**src/rtl/axis_wait_pkg.sv**
```systemverilog
// Shared definitions for the axis_wait IP: loader FSM states and default frame geometry.
package axis_wait_pkg;

  localparam int WORD_SIZE   = 8;
  localparam int LENGTH_SIZE = 784;

  typedef enum logic [1:0] {
    LOAD  = 2'd0,
    DRAIN = 2'd1,
    HOLD  = 2'd2
  } state_t;

endpackage

```
**src/rtl/axis_frame_loader.sv**
```systemverilog
// Writes one AXI-Stream packet into the frame RAM, then holds the frame and lends RAM
// read access to the consumer until it releases the frame.
module axis_frame_loader #(
  parameter int  WORD_SIZE   = axis_wait_pkg::WORD_SIZE,
  parameter int  LENGTH_SIZE = axis_wait_pkg::LENGTH_SIZE,
  localparam int ADR_SIZE    = $clog2(LENGTH_SIZE)
) (
  input  logic                clk,
  input  logic                rstn,
  input  logic [WORD_SIZE-1:0] s_axis_tdata,
  input  logic                s_axis_tvalid,
  input  logic                s_axis_tlast,
  output logic                s_axis_tready,
  output logic                ram_wr,
  output logic                ram_rd,
  output logic [ADR_SIZE-1:0] ram_adr,
  output logic [WORD_SIZE-1:0] ram_dataIn,
  input  logic                cons_rd,
  input  logic [ADR_SIZE-1:0] cons_adr,
  output logic                frame_valid,
  input  logic                frame_release,
  output logic [ADR_SIZE:0]   frame_len,
  output logic                short_frame,
  output logic                overrun
);
  import axis_wait_pkg::*;

  localparam logic [ADR_SIZE:0] FULL_CNT = (ADR_SIZE+1)'(LENGTH_SIZE);
  localparam logic [ADR_SIZE:0] LAST_CNT = (ADR_SIZE+1)'(LENGTH_SIZE - 1);

  state_t              state_r, state_s;
  logic [ADR_SIZE:0]   wr_cnt_r, wr_cnt_s;
  logic [ADR_SIZE:0]   frame_len_r, frame_len_s;
  logic                short_frame_r, short_frame_s;
  logic                overrun_r, overrun_s;
  logic                accept_s;
  logic [ADR_SIZE:0]   cnt_inc_s;

  assign s_axis_tready = ((state_r == LOAD) || (state_r == DRAIN)) & rstn;
  assign accept_s      = s_axis_tvalid & s_axis_tready;
  assign cnt_inc_s     = wr_cnt_r + (ADR_SIZE+1)'(1);
  assign ram_dataIn    = s_axis_tdata;
  assign frame_valid   = (state_r == HOLD);
  assign frame_len     = frame_len_r;
  assign short_frame   = short_frame_r;
  assign overrun       = overrun_r;

  // RAM port mux: writes only in LOAD, reads only for the consumer in HOLD, so they never overlap.
  always_comb begin
    ram_wr  = 1'b0;
    ram_rd  = 1'b0;
    ram_adr = wr_cnt_r[ADR_SIZE-1:0];
    if (state_r == HOLD) begin
      ram_rd  = cons_rd;
      ram_adr = cons_adr;
    end else if (state_r == LOAD) begin
      ram_wr  = accept_s;
    end else begin
      ram_wr  = 1'b0;
    end
  end

  // Next-state and frame bookkeeping; tlast is checked first so a tlast on the final slot is a normal frame.
  always_comb begin
    state_s       = state_r;
    wr_cnt_s      = wr_cnt_r;
    frame_len_s   = frame_len_r;
    short_frame_s = short_frame_r;
    overrun_s     = overrun_r;
    case (state_r)
      LOAD: begin
        if (accept_s) begin
          wr_cnt_s = cnt_inc_s;
          if (s_axis_tlast) begin
            frame_len_s   = cnt_inc_s;
            short_frame_s = (cnt_inc_s != FULL_CNT);
            state_s       = HOLD;
          end else if (wr_cnt_r == LAST_CNT) begin
            frame_len_s = FULL_CNT;
            overrun_s   = 1'b1;
            state_s     = DRAIN;
          end else begin
            state_s = LOAD;
          end
        end else begin
          state_s = LOAD;
        end
      end
      DRAIN: begin
        if (accept_s && s_axis_tlast) begin
          state_s = HOLD;
        end else begin
          state_s = DRAIN;
        end
      end
      HOLD: begin
        if (frame_release) begin
          state_s       = LOAD;
          wr_cnt_s      = '0;
          frame_len_s   = '0;
          short_frame_s = 1'b0;
          overrun_s     = 1'b0;
        end else begin
          state_s = HOLD;
        end
      end
      default: begin
        state_s       = LOAD;
        wr_cnt_s      = '0;
        frame_len_s   = '0;
        short_frame_s = 1'b0;
        overrun_s     = 1'b0;
      end
    endcase
  end

  // State and frame registers.
  always_ff @(posedge clk or negedge rstn) begin
    if (!rstn) begin
      state_r       <= LOAD;
      wr_cnt_r      <= '0;
      frame_len_r   <= '0;
      short_frame_r <= 1'b0;
      overrun_r     <= 1'b0;
    end else begin
      state_r       <= state_s;
      wr_cnt_r      <= wr_cnt_s;
      frame_len_r   <= frame_len_s;
      short_frame_r <= short_frame_s;
      overrun_r     <= overrun_s;
    end
  end

endmodule

```
**config.mk**
```make
export PLATFORM = sky130hd
export DESIGN_NAME = axis_frame_loader
export DESIGN_NICKNAME = d
export VERILOG_FILES = /design/src/rtl/axis_wait_pkg.sv /design/src/rtl/axis_frame_loader.sv
export SDC_FILE = /design/constraint.sdc
export NUM_CORES = 1
export LEC_CHECK = 0
export ABC_AREA = 1
export CAP_MARGIN = 10
export CORE_UTILIZATION = 39
export CTS_CLUSTER_SIZE = 28
export DETAILED_ROUTE_END_ITERATION = 7
export GPL_ROUTABILITY_DRIVEN = 0
export PLACE_DENSITY = 0.76
export SETUP_SLACK_MARGIN = 0.3
export SYNTH_ARGS = -nofsm -noshare
export SYNTH_HDL_FRONTEND = slang
export SYNTH_SLANG_ARGS = --single-unit
```
**constraint.sdc**
```tcl
create_clock -name clk -period 1.4 [get_ports clk]
set_input_delay 0.14 -clock clk [delete_from_list [all_inputs] [get_ports clk]]
set_output_delay 0.14 -clock clk [all_outputs]
set_load 0.005 [all_outputs]
```
==> impl_results.md, run 1 <==
- Final Max Tran Viols: 0
- Leak pwr: 0.001359 uW
- Crit-path max FO: 6
- Status: finished with violations
- Crit path launch type: register
- # DRC: 0
- Final Hold Vio Count: 0
- WL met2: 2.647 mm
- Min Tclk post-route: 1.623 ns
- Synth area leaders: dfrtp_1, nand2_1, o21ai_0
- Count of different cell masters after synthesis: 22
- Die height: 64.36 um
- DIE AREA: 4142 sq um
- Row cnt: 22
- RSZ-0062 raised after global routing: true
- Sink Count: 26
- CTS hold repair buffers: 0
- Setup_tns: -4.564 ns
- Average cell area after synthesis: 7.153 sq um
- Met3 routed WL: 332 um
- Setup slack after layout: -0.2233 ns
- Syn Inst Count: 212
- Post-Syn Area: 1516 sq um
- Initial DRC count: 87
- Grt ovf: 0
- Failing checks: negative setup slack
- Final Cycle Share: 1.159
- DP Area: 2155 sq um
- Vias per cell: 5.138
- All-Layer GR Usage: 0.2457
- Synth Net Count: 237
- Dpl hpwl: 2.900 mm
- Vias in the first global route: 1659
- Pwr Total: 2849 uW
- Final Non-Filler Cells: 347
- Synth Warn #: 0
- Worst path required time: 1.55 ns
- Skew-Pair Late Insertion Delay: 0.27 ns
- Synth Register Bits: 26
- Vias: 1783
- Area leader, netlist: dfrtp_1
- IO Count: 59
- Max-slew headroom: 0.7841
- H-tree Lvls: 1
- Layout cells sized above 1: 0.4448
- Core Box Area: 3689 sq um
- TritonCTS clock tree: done
- Worst EP arrival: 1.78 ns
- CP Class: register to register
- Post-synthesis sequential area ratio: 0.4290
- Area Growth Syn to Fin: 78.30%
- Setup violators final: 37
- Largest net degree at the start of global routing: 27
- Top cell type's share of synthesized area: 0.4290
- Root buf cell: clkbuf_8
- DRT Wirelength: 5.057 mm
- WL/cell: 14.57 um
- Global-route wire length before repair: 7.817 mm
- Fill cells: 283
- Fin nets: 325
- Clock transition at the registers of the reported paths: 0.09 ns
- Die Wd: 64.36 um
- Detailed Routing Iterations Pass 1: 4
- Worst setup EP type: register
- Placed cells: 313
- Final Skew: 0.004549 ns
- Worst-Margin Slew: 0.3239 ns
- Final instance area: 2704 sq um
- Antenna violations before repair: 0
- Place WS: -0.3174 ns
- Antenna cell count: 0
- PD cells: 1054 nW/um^2
- MaxCap Viol Count: 0
- Clock Path Buffers: 2
- Max rail drop VDD: 0.6952 mV
- Initial core utilization: 0.4111
- Port-buffer cells: 42
- Worst min path class: primary input to output port
- Achievable Freq: 0.6160 GHz
- Total CTS buffers: 3
- Highest routed layer: met4
- Routed Antenna Nets: 0
- M1 wire length: 1.958 mm
[worst max-delay path: stages, from the launching register on]
cell and delay, ns:
dfrtp_2 0.43, ha_4 0.17, nand3_4 0.12, inv_2 0.09, nand4_1 0.16, buf_4 0.21, nand2_4 0.08, nand2_4 0.09
nand2_1 0.07, o21ai_0 0.08
[logic make-up (layout without fill, tap and decap cells)]
group	count (synthesis)	after routing	synth area share
simple gates	101	102	0.2797
buf+inv	44	130	0.1386
compound gates	39	39	0.1386
flops	26	26	0.4290
fa+ha+maj	1	1	0.008250
xor+xnor	1	1	0.005777
[through the flow]
step,hold slack (ns),util
after floorplan,-0.1556,-
after CTS,0.2800,0.6686
after global routing,0.2800,0.7330
after detailed placement,0.2800,0.5841
final,0.2800,0.7330
after global placement,0.2800,0.5841
[path summary, 6_finish.rpt]
kind / cells past startpoint / slack [ns] / start / end
worst max-delay path: 9 / -0.22 / wr_cnt_r[0]$_DFFE_PN0P_ / frame_len[2]$_DFFE_PN0P_
worst min-delay path: 0 / 0.28 / s_axis_tdata[0] / ram_dataIn[0]
worst max register to register: 9 / -0.22 / wr_cnt_r[0]$_DFFE_PN0P_ / frame_len[2]$_DFFE_PN0P_
worst min register to register: 2 / 0.49 / frame_len[6]$_DFFE_PN0P_ / frame_len[6]$_DFFE_PN0P_
max in group asynchronous: 2 / 0.82 / rstn / wr_cnt_r[0]$_DFFE_PN0P_
min in group asynchronous: 2 / 0.31 / rstn / wr_cnt_r[4]$_DFFE_PN0P_
[final cells by class]
type | count | area (sq um) | area share
flip-flops and latches | 26 | 654.4 | 0.2420
repair buffers | 94 | 864.6 | 0.3198
inverters | 32 | 127.6 | 0.04720
well taps | 48 | 60.06 | 0.02221
multi-input cells | 143 | 925.9 | 0.3424
clock buffers | 3 | 41.29 | 0.01527
clock inverters | 1 | 30.03 | 0.01111
[cell usage in the layout, fill, tap and decap left out, types with 2 or more instances in the layout]
cell type and instances:
dfrtp_2 3, inv_1 25, nand3_1 8, buf_6 15, clkdlybuf4s50_1 15, buf_4 34
inv_4 3, nand2_4 7, o21ai_1 12, inv_2 4, clkbuf_8 3, buf_2 12
o21ai_2 16, dfrtp_1 23, o22ai_2 2, o21ai_0 4, nor2_4 7, o22ai_1 2
nand3_2 3, dlygate4sd2_1 12, nand4_1 3, nand2_1 46, nor2_2 3, nand2_2 9
buf_16 2, nor2_1 13
[registers in the layout, summed over array words and instances, names as in the netlist]
signal       count
overrun          1
wr_cnt_r        11
state_r          2
frame_len       11
short_frame      1
[cell usage after synthesis]
cell and n:
nand2_1 60, inv_1 30, dfrtp_1 26, o21ai_0 25, nor2_1 21, nand3_1 12, buf_4 8, o21ai_1 7
o22ai_1 4, nand4_1 3, buf_6 2, clkbuf_1 2, inv_2 2, nor2_4 2, and2_1 1, ha_1 1
nand2_2 1, o211ai_1 1, o21ai_2 1, o41ai_1 1, or2_1 1, xor2_1 1
[routing by layer]
layer	GRT usage	up-vias
li1	-	846
met1	0.2956	834
met2	0.4408	88
met3	0.02321	15
met4	0.1056	0
met5	0	-
[where the power goes]
part           switching (uW)  internal (uW)  leakage (uW)
registers                 124            903      0.000341
clock network             241            383     0.0000357
logic                     549            650      0.000982
[what timing repair did]
item / CTS / global route
hold endpoints to repair: 0 / 0
cloned: 3 / 1
endpoints found under the setup margin: 52 / 41
pin swaps: 11 / 11
gates resized for setup: 118 / 48
buffers inserted: 17 / 9
No activity file was read; power rests on OpenSTA's default activity.
==> inputs of run 2 (changes only) <==
GPL_TIMING_DRIVEN = 0   (was not set)
==> impl_results.md, run 2 (synthesis results as in run 1) <==
- Skew-Pair Late Insertion Delay: 0.27 ns
- Most common cell after layout, fill and taps aside: nand2_1
- FF-to-FF path depth: 7
- IO Count: 59
- Max-slew headroom: 0.7807
- Antenna cell count: 0
- TritonCTS clock tree: done
- Layout cells sized above 1: 0.3709
- DRT Wirelength: 4.482 mm
- Combinational power share: 0.413
- Crit. Startpoint: wr_cnt_r[0]$_DFFE_PN0P_
- Worst EP arrival: 1.75 ns
- Final hold slack: -0.2386 ns
- Vias in the first global route: 1623
- MaxCap Viol Count: 0
- Slack of the worst reg-to-reg path: -0.19 ns
- Total CTS buffers: 3
- Clock Path Buffers: 2
- Cell depth of the worst setup path: 7
- Fin nets: 328
- Sw Pwr: 836.3 uW
- R2R Path Start: wr_cnt_r[0]$_DFFE_PN0P_
- Failing checks: negative hold slack, negative setup slack
- RSZ-0062 raised after global routing: true
- Initial core utilization: 0.4111
- Internal power: 1751 uW
- Crit path launch type: register
- Crit-path max FO: 4
- Row cnt: 22
- Setup violators final: 36
- Clock transition at the registers of the reported paths: 0.09 ns
- Die height: 64.36 um
- Root buf cell: clkbuf_8
- Most used cell, CP: buf_4
- Final Hold Vio Count: 26
- Status: finished with violations
- Switching portion of total power: 0.3232
- Area Growth Syn to Fin: 69.39%
- Crit-path leading delay family: flip-flops
- PD cells: 1007 nW/um^2
- Die Wd: 64.36 um
- Fill cells: 319
- Largest net degree at the start of global routing: 28
- Worst setup EP type: register
- Achievable Freq: 0.6270 GHz
- Final Max Tran Viols: 0
- Grt ovf: 0
- Min Tclk post-route: 1.595 ns
- Max rail drop VDD: 0.5592 mV
- Port-buffer cells: 50
- All-Layer GR Usage: 0.2213
- Leak pwr: 0.001315 uW
- Worst min path class: primary input to async pin
- # DRC: 0
- Worst path required time: 1.56 ns
- Pwr Total: 2587 uW
- Initial DRC count: 63
- Vias per cell: 4.940
- Final instance area: 2569 sq um
- Dpl hpwl: 2.838 mm
- Setup_tns: -4.113 ns
- Clk pwr share: 0.189
- CP cell instances: ha_4 -> nand3_4 -> inv_2 -> nand4_1 -> buf_4 -> buf_4 -> o41ai_2
- Critical path buffers and inverters: 3
- CP Class: register to register
- DIE AREA: 4142 sq um
- Worst-Margin Slew: 0.3290 ns
- Flop pwr share: 0.398
- Core Box Area: 3689 sq um
- Routed Antenna Nets: 0
- Final Cycle Share: 1.139
- Global-route wire length before repair: 7.113 mm
- DP Area: 2142 sq um
- CP max-delay cell: dfrtp_2
- Final Skew: 0.005018 ns
- WL/cell: 12.81 um
- Detailed Routing Iterations Pass 1: 4
- Crit path largest cell delay: 0.44 ns
- Vias: 1729
- Most frequent cells in the layout: nand2_1, buf_4, inv_1
- Antenna violations before repair: 0
- Sink Count: 26
- Setup slack after layout: -0.1949 ns
- H-tree Lvls: 1
-- run 2: cell type report --
type	count	area (sq um)	share of cell area
buffer	12	121.4	0.04725
clock buffer	4	55.05	0.02143
inverter	32	120.1	0.04676
multi-input combinational	142	847.1	0.3298
sequential	26	654.4	0.2547
tap	48	60.06	0.02338
timing repair buffer	86	710.7	0.2767
-- run 2: layer usage --
metal / track usage / wire length (um)
met5: 0 / 0
met4: 0.06944 / 131
met3: 0.02679 / 209
met2: 0.4013 / 2202
met1: 0.2690 / 1938
-- run 2: power groups by stage --
| stage | clock network, uW | registers, uW | logic, uW |
|---|---|---|---|
| after floorplan | 0 | 1040 | 382 |
| after global placement | 0 | 1050 | 851 |
| after detailed placement | 0 | 1050 | 862 |
| after CTS | 495 | 1020 | 977 |
| after global routing | 529 | 1050 | 1190 |
| final | 489 | 1030 | 1070 |
-- run 2: stage by stage --
stage                     setup slack, ns  std cells    util
after floorplan                  0.005374        212       -
after global placement             -1.360        310  0.5807
after detailed placement           -1.391        310  0.5807
after CTS                         -0.1633        339  0.6510
after global routing              -0.2553        350  0.6964
final                             -0.1949        350  0.6964
-- run 2: worst register-to-register path, delay by kind of cell, from the launching register on --
kind            cells  cell delay [ns]
flops               1             0.44
buf+inv             3             0.39
compound gates      1             0.25
simple gates        2             0.23
fa+ha+maj           1             0.17
-- run 2: worst paths after layout --
kind / to
min reg2reg: overrun$_DFFE_PN0P_
min in group clk: overrun$_DFFE_PN0P_
max in group asynchronous: wr_cnt_r[0]$_DFFE_PN0P_
min: frame_len[10]$_DFFE_PN0P_
max: state_r[0]$_DFF_PN0_
max reg2reg: state_r[0]$_DFF_PN0_
-- run 2: timing repair --
item / CTS / global route
gates resized for setup: 117 / 25
setup buffers: 24 / 10
gates cloned: 1 / 1
pin swaps: 3 / 8
setup endpoints to repair: 79 / 42
endpoints found under the hold margin: 26 / 26
==> inputs of run 3 (changes only) <==
HOLD_SLACK_MARGIN = 0.15   (was not set)
REMOVE_ABC_BUFFERS = 1   (was not set)
==> impl_results.md, run 3 (synthesis results as in run 1) <==
- Status: finished with violations
- Failing checks: negative hold slack, negative setup slack
- TritonCTS clock tree: done
- WL met2: 2.688 mm
- Switching portion of total power: 0.3348
- Sink Count: 26
- Internal power: 1880 uW
- FF-to-FF End: short_frame$_DFFE_PN0P_
- Global-route wire length before repair: 7.803 mm
- Clock transition at the registers of the reported paths: 0.10 ns
- Antenna violations before repair: 0
- Clk pwr share: 0.233
- H-tree Lvls: 1
- FF-to-FF path depth: 9
- # DRC: 0
- Port-buffer cells: 42
- Area Growth Syn to Fin: 65.35%
- Worst setup EP type: register
- Flop pwr share: 0.371
- WL/cell: 15.80 um
- Met3 routed WL: 385 um
- Final Cycle Share: 1.145
- Final Max Tran Viols: 0
- Skew-Pair Late Insertion Delay: 0.29 ns
- Max-slew headroom: 0.7722
- Combinational power share: 0.396
- Achievable Freq: 0.6238 GHz
- Crit path launch type: register
- Detailed Routing Iterations Pass 1: 4
- Min Tclk post-route: 1.603 ns
- Total CTS buffers: 3
- Slack of the worst reg-to-reg path: -0.20 ns
- Fin nets: 312
- Leak pwr: 0.001225 uW
- Highest routed layer: met4
- DRT Wirelength: 5.276 mm
- Fill cells: 273
- Critical path capture point: short_frame$_DFFE_PN0P_
- Final hold slack: -0.2566 ns
- Clock Path Buffers: 2
- MaxCap Viol Count: 0
- Grt ovf: 0
- Root buf cell: clkbuf_8
- All-Layer GR Usage: 0.2486
- FF+latch area: 655.6 sq um
- PD cells: 1127 nW/um^2
- Crit. Startpoint: wr_cnt_r[2]$_DFFE_PN0P_
- Placed cells: 290
- R2R Path Start: wr_cnt_r[2]$_DFFE_PN0P_
- Largest net degree at the start of global routing: 28
- Worst EP arrival: 1.79 ns
- Row cnt: 22
- Initial DRC count: 109
- Dpl hpwl: 2.596 mm
- Setup slack after layout: -0.2031 ns
- Sw Pwr: 946.0 uW
- Core Box Area: 3689 sq um
- Antenna cell count: 0
- Vias in the first global route: 1634
- Initial core utilization: 0.4111
- Layout cells sized above 1: 0.4091
- Routed Antenna Nets: 0
- Final Skew: 0.003115 ns
- IO Count: 59
- Core Util, Final: 0.6798
- Most frequent cells in the layout: nand2_1, buf_4, inv_1
- Max rail drop VDD: 0.6254 mV
- RSZ-0062 raised after global routing: true
- Worst-Margin Slew: 0.3418 ns
- Crit-path max FO: 5
- Vias per cell: 5.249
- Pwr Total: 2826 uW
- Worst min path class: primary input to async pin
- Die height: 64.36 um
- Final Non-Filler Cells: 334
- Vias: 1753
- Final Hold Vio Count: 26
- Setup violators final: 36
- Worst path required time: 1.59 ns
- DIE AREA: 4142 sq um
- M1 wire length: 1.985 mm
- Footprint of the multi-input gates: 912.1 sq um
- CP Class: register to register
- Most common cell after layout, fill and taps aside: nand2_1
- Die Wd: 64.36 um
-- run 3: changes by cell type in the layout (fill, tap and decap cells not counted), moves of 4 or more --
cell / change
clkdlybuf4s50_1: -8
clkdlybuf4s15_1: +6
nand2_1: -9
nand2_2: +10
buf_4: -11
buf_6: +4
dlygate4sd2_1: -6
-- run 3: routing by layer --
layer | global-route usage | up-vias
met5 | 0 | -
met4 | 0.1278 | 0
met3 | 0.05179 | 17
met2 | 0.4118 | 106
met1 | 0.3019 | 807
li1 | - | 823
-- run 3: power groups by stage --
stage	Sequential (uW)	Combinational, uW	Clock, uW
floorplan	1020	318	0
global placement	1030	759	0
detailed placement	1030	769	0
CTS	1020	931	644
global route	1070	1210	686
finish	1050	1120	658
-- run 3: cell type report --
| type | count | share of cell area |
|---|---|---|
| clock buffer | 3 | 0.01647 |
| clock inverter | 1 | 0.01198 |
| inverter | 32 | 0.04990 |
| multi-input combinational | 144 | 0.3638 |
| sequential | 26 | 0.2615 |
| tap | 48 | 0.02395 |
| timing repair buffer | 80 | 0.2725 |
-- run 3: repair_timing --
item	4_1_cts	5_1_grt
gates cloned	2	0
endpoints found under the hold margin	26	26
pin swaps	18	12
gates resized for setup	141	38
setup endpoints to repair	79	49
setup buffers	26	12
-- run 3: worst min-delay path by stage --
stage	from	endpoint	slack (ns)	cells past startpoint
CTS	rstn	wr_cnt_r[8]$_DFFE_PN0P_	-0.23	1
floorplan	rstn	frame_len[0]$_DFFE_PN0P_	-0.16	0
global route	rstn	frame_len[7]$_DFFE_PN0P_	-0.23	1
detailed placement	s_axis_tdata[0]	ram_dataIn[0]	0.28	0
finish	rstn	frame_len[10]$_DFFE_PN0P_	-0.26	1
global placement	s_axis_tdata[0]	ram_dataIn[0]	0.28	0
-- run 3: critical path, stage by stage, from the launching register on --
cell and delay [ns]:
dfrtp_2 0.44, nand3_1 0.20, nor2_2 0.23, nand2_1 0.07, nand2_1 0.13, nand2_1 0.08
nor2_1 0.11, nand3_1 0.11, nand2_1 0.08, nand2_1 0.05
-- run 3: metrics by stage --
step	setup TNS, ns	hold WS [ns]	setup WS, ns	area [sq um]
global placement	-45.52	0.2801	-1.552	1907
floorplan	-3.931	-0.1556	-0.3750	1426
CTS	-3.139	-0.2337	-0.1395	2320
detailed placement	-46.97	0.2801	-1.589	1907
global route	-7.652	-0.2295	-0.2782	2507
finish	-5.477	-0.2566	-0.2031	2507
